[config.mk]
export PLATFORM = sky130hd
export DESIGN_NAME = cam_axis_out
export DESIGN_NICKNAME = d
export VERILOG_FILES = /design/src/rtl/cam_pkg.sv /design/src/rtl/cam_axis_fifo.sv /design/src/rtl/cam_axis_out.sv
export SDC_FILE = /design/constraint.sdc
export NUM_CORES = 1
export LEC_CHECK = 0
export CORE_UTILIZATION = 55
export CTS_CLUSTER_SIZE = 40
export DETAILED_ROUTE_END_ITERATION = 6
export PLACE_DENSITY_LB_ADDON = 0.1
export SYNTH_ARGS = -nofsm -noshare
export SYNTH_HDL_FRONTEND = slang
export SYNTH_HIERARCHICAL = 1
export SYNTH_SLANG_ARGS = --single-unit
[constraint.sdc]
create_clock -name pixel_clk -period 7.9 [get_ports pixel_clk]
set_input_delay 0.79 -clock pixel_clk [delete_from_list [all_inputs] [get_ports pixel_clk]]
set_output_delay 0.79 -clock pixel_clk [all_outputs]
set_load 0.02 [all_outputs]
[src/rtl/cam_pkg.sv]
// Shared definitions for the camera AXI4-Stream output path: FSM states,
// pixel width and FIFO entry layout.
package cam_pkg;

  localparam int CAM_PIX_W   = 16;
  localparam int CAM_ENT_W   = 18;
  localparam int CAM_EOL_BIT = 16;
  localparam int CAM_SOF_BIT = 17;

  typedef enum logic [1:0] {
    ST_IDLE   = 2'd0,
    ST_ACTIVE = 2'd1,
    ST_DROP   = 2'd2
  } cam_st_t;

  // Packed so sof lands on bit 17, eol on bit 16, data on [15:0].
  typedef struct packed {
    logic                 sof;
    logic                 eol;
    logic [CAM_PIX_W-1:0] data;
  } cam_ent_t;

endpackage

[src/rtl/cam_axis_fifo.sv]
// Synchronous first-word-fall-through FIFO; extra pointer MSB separates full
// from empty. A push into a full FIFO succeeds when a pop happens that cycle.
module cam_axis_fifo #(
  parameter int WIDTH = 18,
  parameter int DEPTH = 16
) (
  input  logic             pixel_clk,
  input  logic             rst,
  input  logic             push,
  input  logic [WIDTH-1:0] din,
  input  logic             pop,
  output logic [WIDTH-1:0] dout,
  output logic             full,
  output logic             empty
);
  localparam int AW = $clog2(DEPTH);

  logic [WIDTH-1:0] mem [DEPTH];
  logic [AW:0]      wr_ptr, rd_ptr;
  logic             do_push, do_pop;

  assign empty   = (wr_ptr == rd_ptr);
  assign full    = (wr_ptr[AW] != rd_ptr[AW]) && (wr_ptr[AW-1:0] == rd_ptr[AW-1:0]);
  assign do_pop  = pop && !empty;
  assign do_push = push && (!full || do_pop);
  // Zero when empty so the stream outputs are quiet out of reset.
  assign dout    = empty ? '0 : mem[rd_ptr[AW-1:0]];

  always_ff @(posedge pixel_clk)
    if (do_push) mem[wr_ptr[AW-1:0]] <= din;

  always_ff @(posedge pixel_clk or posedge rst) begin
    if (rst) begin
      wr_ptr <= '0;
      rd_ptr <= '0;
    end else begin
      if (do_push) wr_ptr <= wr_ptr + 1'b1;
      if (do_pop)  rd_ptr <= rd_ptr + 1'b1;
    end
  end

endmodule

[src/rtl/cam_axis_out.sv]
// Frames the converted camera pixel stream as AXI4-Stream video (tuser = SOF,
// tlast = EOL) behind a FWFT FIFO. Define CAM_AXIS_BYTE_SWAP_EN to swap bytes.
module cam_axis_out
  import cam_pkg::*;
#(
  parameter int H_ACTIVE   = 640,
  parameter int V_ACTIVE   = 480,
  parameter int FIFO_DEPTH = 16,
  parameter bit VS_POL     = 1'b1
) (
  input  logic                 pixel_clk,
  input  logic                 rst,
  input  logic                 vsync_i,
  input  logic [CAM_PIX_W-1:0] data_i,
  input  logic                 data_de_i,
  output logic [CAM_PIX_W-1:0] m_axis_tdata,
  output logic                 m_axis_tvalid,
  input  logic                 m_axis_tready,
  output logic                 m_axis_tuser,
  output logic                 m_axis_tlast,
  output logic                 ovf_o,
  output logic                 err_o
);
  localparam int XW = (H_ACTIVE > 1) ? $clog2(H_ACTIVE) : 1;
  localparam int YW = (V_ACTIVE > 1) ? $clog2(V_ACTIVE) : 1;
  localparam logic [XW-1:0] X_LAST = XW'(H_ACTIVE - 1);
  localparam logic [YW-1:0] Y_LAST = YW'(V_ACTIVE - 1);

  cam_st_t           state;
  logic              vs_prev, vs_start;
  logic [XW-1:0]     x_cnt;
  logic [YW-1:0]     y_cnt;
  logic              full, empty, pop, take, push, ovf_hit;
  logic [CAM_PIX_W-1:0] pix;
  cam_ent_t          wr_ent, rd_ent;

`ifdef CAM_AXIS_BYTE_SWAP_EN
  assign pix = {data_i[7:0], data_i[15:8]};
`else
  assign pix = data_i;
`endif

  assign vs_start = (vsync_i == VS_POL) && (vs_prev != VS_POL);
  assign pop      = !empty && m_axis_tready;
  // A vsync edge owns its cycle; a coincident pixel is not taken.
  assign take     = (state == ST_ACTIVE) && data_de_i && !vs_start;
  assign push     = take && (!full || pop);
  assign ovf_hit  = take && full && !pop;

  assign wr_ent.sof  = (x_cnt == '0) && (y_cnt == '0);
  assign wr_ent.eol  = (x_cnt == X_LAST);
  assign wr_ent.data = pix;

  cam_axis_fifo #(.WIDTH(CAM_ENT_W), .DEPTH(FIFO_DEPTH)) u_fifo (
    .pixel_clk (pixel_clk),
    .rst       (rst),
    .push      (push),
    .din       (wr_ent),
    .pop       (pop),
    .dout      (rd_ent),
    .full      (full),
    .empty     (empty)
  );

  assign m_axis_tvalid = !empty;
  assign m_axis_tdata  = rd_ent.data;
  assign m_axis_tuser  = rd_ent.sof;
  assign m_axis_tlast  = rd_ent.eol;

  always_ff @(posedge pixel_clk or posedge rst) begin
    if (rst) begin
      state   <= ST_IDLE;
      vs_prev <= !VS_POL;
      x_cnt   <= '0;
      y_cnt   <= '0;
      ovf_o   <= 1'b0;
      err_o   <= 1'b0;
    end else begin
      vs_prev <= vsync_i;
      if (vs_start) begin
        if (state == ST_ACTIVE && (x_cnt != '0 || y_cnt != '0)) err_o <= 1'b1;
        state <= ST_ACTIVE;
        x_cnt <= '0;
        y_cnt <= '0;
      end else if (ovf_hit) begin
        ovf_o <= 1'b1;
        state <= ST_DROP;
      end else if (push) begin
        if (x_cnt == X_LAST) begin
          x_cnt <= '0;
          if (y_cnt == Y_LAST) begin
            y_cnt <= '0;
            state <= ST_IDLE;
          end else begin
            y_cnt <= y_cnt + 1'b1;
          end
        end else begin
          x_cnt <= x_cnt + 1'b1;
        end
      end
    end
  end

endmodule

## Yosys cells after proc, flatten, opt, wreduce, memory -nomap -nowiden

Memories as Yosys holds them, arrays and structs flattened.
Index checks and enable logic that the tools add are counted.
Widths: inputs -> output; s select.

- Add/sub/neg operators: 4
- Multipliers: 0
- Div/mod/pow operators: 0
- Order comparisons: 0
- Eq/ne operators: 7
- Shift-type cells: 0
- Multiplexer cells: 17
- Bitwise operators: 2
- Reduce and logical (&&, ||, !) cells: 33

Operators by type and width:

| operator | count |
|---|---|
| $mux 9 | 5 |
| $mux 10 | 4 |
| $mux 18 | 1 |
| $logic_and 1x1->1 | 12 |
| $add 10x1->10 const B | 1 |
| $add 5x1->5 const B | 2 |
| $eq 10x10->1 const B | 1 |
| $logic_not 10->1 | 1 |
| $mux 2 | 5 |
| $reduce_bool 10->1 | 1 |
| $add 9x1->9 const B | 1 |
| $eq 9x9->1 const B | 1 |
| $logic_not 9->1 | 1 |
| $reduce_bool 3->1 | 3 |
| $reduce_bool 9->1 | 1 |
| $reduce_and 2->1 | 3 |
| $reduce_and 3->1 | 2 |
| $eq 5x5->1 | 1 |
| $eq 4x4->1 | 1 |
| $logic_not 1->1 | 4 |
| $reduce_bool 2->1 | 2 |
| $logic_or 1x1->1 | 3 |
| $eq 2x1->1 const B | 1 |
| $mux 1 | 2 |
| 3 further kinds | 4 |

- Register bits: 34
- Latch bits: 0
- RAM bits: 288
- ROM bits: 0
- Output and inout port bits: 21
- Logic and storage cells: 72
- Memories kept: 1

Memories:

| name | words | width | read ports | clocked after memory_dff | write ports | line | source |
|---|---|---|---|---|---|---|---|
| u_fifo.mem | 16 | 18 | 1 | 0 | 1 | cam_axis_fifo.sv:18 | `logic [WIDTH-1:0] mem [DEPTH];` |

## Depth between registers and ports, before layout

- Word-level depth: 8
- Gate-level depth with buffers: 12
- Depth with buffers taken out: 9

## By module

Netlist, hierarchy kept.

Modules (own cells, without submodules):

| module | times used | cells an instance | area each (um2) | sequential area each (um2) |
|---|---|---|---|---|
| cam_axis_fifo | 1 | 514 | 11538.6 | 8898.5 |
| cam_axis_out | 1 | 148 | 1338.8 | 600.6 |

## Least setup slack after synthesis

No wires, ideal clock.

- Path kind: register -> register
- Start: register u_fifo.rd_ptr[2]
- End: memory u_fifo.mem[3][0], enable pin
- Library setup time: 0.416 ns
- Data arrival time: 3.158 ns
- Required time: 7.484 ns
- Slack: 4.327 ns
- Cell stages (with the launch flop): 11
- Buffers on the path: 2
- Cells stage by stage: dfrtp_1 > buf_2 > xnor2_2 > nand4_2 > nor2b_2 > clkbuf_1 > nand2b_1 > a21o_1 > nor2_1 > o311ai_4 > nor3_1

- Cells in the longest elaborated chain, start to end: 8
- Elaborated cells between the ends (all ways): 13

RTL lines:

| item | line | source |
|---|---|---|
| from (decl) | cam_axis_fifo.sv:19 | `logic [AW:0] wr_ptr, rd_ptr;` |
| from (signal assigned) | cam_axis_fifo.sv:38 | `if (do_pop) rd_ptr <= rd_ptr + 1'b1;` |
| $eq 5x5->1 | cam_axis_fifo.sv:22 | `assign empty = (wr_ptr == rd_ptr);` |
| via empty | cam_axis_out.sv:33 | `logic full, empty, pop, take, push, ovf_hit;` |
| $logic_not 1->1 | cam_axis_out.sv:44 | `assign pop = !empty && m_axis_tready;` |
| $logic_and 1x1->1 | cam_axis_out.sv:44 |  |
| $logic_or 1x1->1 | cam_axis_out.sv:47 | `assign push = take && (!full \|\| pop);` |
| $logic_and 1x1->1 | cam_axis_out.sv:47 |  |
| via push | cam_axis_out.sv:33 |  |
| $logic_and 1x1->1 | cam_axis_fifo.sv:25 | `assign do_push = push && (!full \|\| do_pop);` |
| $mux 1 | cam_axis_fifo.sv:30 | `if (do_push) mem[wr_ptr[AW-1:0]] <= din;` |
| $mux 1 (implied by the code) | cam_axis_fifo.sv:30 |  |
| to (decl) | cam_axis_fifo.sv:18 |  |

The timed path passes the listed nets, and every way through them passes these cells.

## Final worst setup path

- Start: register u_fifo.rd_ptr[0]
- End: output port m_axis_tdata[15]

- Cells in the longest elaborated chain, start to end: 2
- Elaborated cells between the ends (all ways): 3

RTL lines:

| item | line | source |
|---|---|---|
| $mem_v2 16x18 / $eq 5x5->1 (equally long branches) | - |  |
| $mux 18 * | cam_axis_fifo.sv:27 | `assign dout = empty ? '0 : mem[rd_ptr[AW-1:0]];` |
| to (decl) | cam_axis_out.sv:16 | `output logic [CAM_PIX_W-1:0] m_axis_tdata,` |

Every way passes the cells marked *; elsewhere a longest branch is shown, timed or not.

==> flow_metrics.tcl <==
set metrics [dict create \
    outcome "completed" \
    maxSlewHeadroom_pct 16.24 \
    cts_tree "done" \
    wire_per_inst_microns 25.76 \
    worst_r2r_endpoint "u_fifo/mem[14][3]" \
    worst_slew_pin_slew_ps 1256 \
    synth_top_area_share_pct 67.16 \
    synth_cells 662 \
    cts_root_buf "clkbuf_16" \
    htreeDepth 2 \
    die_y_microns 155.0 \
    yosysTopAreaCell "edfxtp_1" \
    critPathLaunch "u_fifo/rd_ptr[0]" \
    setup_ws_ps 3302 \
    cts_hold_buffers 0 \
    hpwlAfterDp_microns 15510 \
    place_congestion 0.7685 \
    grt_usage_pct 24.06 \
    crit_path_max_fanout 41 \
    synth_ff_type "edfxtp_1" \
    end_kind "output pin" \
    yosys.cell_types.count 49 \
    cts_resized 0 \
    holdCritPathClass "reg -> reg" \
    drc 0 \
    routed_wl_microns 27430 \
    post-place-ws_ps 3793 \
    fin_util_pct 64.52 \
    nFillCells 1550 \
    cap_violations 0 \
    synth-async-reset-ratio_pct 10.56 \
    setup_viol 0 \
    synth_seq_area_share_pct 73.77 \
    multiInputGateArea_sq_mm 0.003127 \
    grt-ovfl-total 0 \
    ant_nets 0 \
    finalMaxSlewViolations 0 \
    setup_tns_ps 0 \
    stdcell_area_sq_mm 0.01470 \
    max_freq_mhz 217.5 \
    layout.cells.non_filler 1065 \
    clockBufferDepth 3 \
    clock_skew_ps 10.75 \
    start_kind "flop" \
    fin_crit_ps 4598 \
    clk_pin_slew_ps 60 \
    syn_area_sq_mm 0.01288 \
    drt_pass1_iterations 5 \
    regArea_sq_mm 0.009504 \
    initial_core_util_pct 56.53 \
    num_vias 6545 \
    dp_cells 1005 \
    cts_sinks 322 \
    final_cell_mix "edfxtp_1, mux4_2, clkdlybuf4s50_1" \
    critPathArrivalTime_ps 3810 \
    grt_max_degree 76 \
    num_rows 55 \
    crit_end "m_axis_tdata[15]" \
    ys_ff_latch 322 \
    layout-drive-gt1-share_pct 21.97 \
    r2r_cells 9 \
    antenna_found_initial 1 \
    nets 758 \
    postCtsSetupBuffers 0 \
    p_leak_nw 4.874 \
    dieArea_sq_mm 0.02403 \
    top_level_ports 42 \
    rrSetupSlack_ps 3920 \
    synth_edf_count 288 \
    syn_nets 692 \
    avgSynthCellArea_sq_um 19.45 \
    worstPathRequired_ps 7110 \
    grt_pass1_vias 6798 \
    area_growth_pct 14.13 \
    rsz0062_at_grt "false" \
    timing.hold.ws_ps 476.3 \
    grt_pass1_wl_microns 41750 \
    core_area_sq_mm 0.02278 \
    vdd.ir_drop.worst_uv 199.5 \
    drt_iter0_drc 562 \
    total_power_mw 5.294 \
    yosysWarnings 6 \
    die_x_microns 155.0 \
    layout_commonest_cell "edfxtp_1" \
    vias_per_cell 6.146 \
    placed_area_sq_mm 0.01367 \
    finalCritPeriodShare_pct 58.20 \
    crit_type "reg -> out" \
    io_buffers 41 \
    clk_latency_ps 510 \
    holdPathStages 1 \
    power_density_mw_per_mm2 360.2 \
    cts_buffers 34 \
    hold_viol_final 0 \
    synth.area.top_cells "edfxtp_1, mux4_2, dfrtp_1" \
    r2r-start "u_fifo/rd_ptr[0]" \
]
## final cells by class
class / count / area share, %
clock inverters: 19 / 0.9535
clock buffers: 40 / 6.011
repair buffers: 65 / 4.018
well taps: 313 / 2.665
inverters: 14 / 0.3916
diodes: 1 / 0.01703
multi-input cells: 291 / 21.28
flip-flops and latches: 322 / 64.67
## cells in the mapped netlist, types with 6 or more instances
cell type  number
nand3_1        11
ha_1            9
edfxtp_1      288
nor2_1         22
buf_2          13
xnor2_1        10
nand2_1        16
buf_6           7
nand4_1         6
clkbuf_1       10
and3_1         13
xor2_1         11
inv_1          13
dfrtp_1        34
nor2b_1         9
mux4_2         72
o21ai_0         6
a21oi_1        24
a22oi_1        37
## kinds of logic (layout without fill, tap and decap cells)
logic type,Yosys count,in the layout,synth area share [%]
xor gates and xnor gates,23,23,1.681
buffers and inverters,49,138,2.109
other,0,1,0
DFF,322,322,73.77
and+or+nand+nor,100,100,4.275
muxes,73,73,12.68
AOI/OAI and AO/OA,86,86,4.615
adders and majority gates,9,9,0.8745
## flip-flops by register name, summed over array words and instances, names as in the netlist
| name | count |
|---|---|
| vs_prev | 1 |
| u_fifo/rd_ptr | 5 |
| state | 2 |
| u_fifo/mem | 288 |
| err_o | 1 |
| x_cnt | 10 |
| u_fifo/wr_ptr | 5 |
| y_cnt | 9 |
| ovf_o | 1 |
## per-layer routing
| metal | up-vias | routed length, microns | GRT usage [%] |
|---|---|---|---|
| li1 | 2828 | - | - |
| met1 | 3386 | 11420 | 34.53 |
| met2 | 282 | 13120 | 38.48 |
| met3 | 49 | 2360 | 4.345 |
| met4 | 0 | 535 | 6.554 |
| met5 | - | 0 | 0 |
## worst max-delay path: stages, from the launching register on
cell and delay (ps):
dfrtp_4 920, buf_4 780, mux4_2 590, a22oi_1 210
a21oi_1 160, clkdlybuf4s50_1 580
## how the worst min path moves through the flow
stage	end	startpoint
floorplan	u_fifo/wr_ptr[4]	u_fifo/wr_ptr[4]
global placement	ovf_o	ovf_o
detailed placement	ovf_o	ovf_o
CTS	ovf_o	ovf_o
global route	ovf_o	ovf_o
finish	ovf_o	ovf_o
## power breakdown
part,total (mW),switching (mW),internal (mW)
Combinational,1.66,0.894,0.761
Clock,1.47,0.629,0.837
Sequential,2.17,0.131,2.04
(Power assumes the default switching activity.)
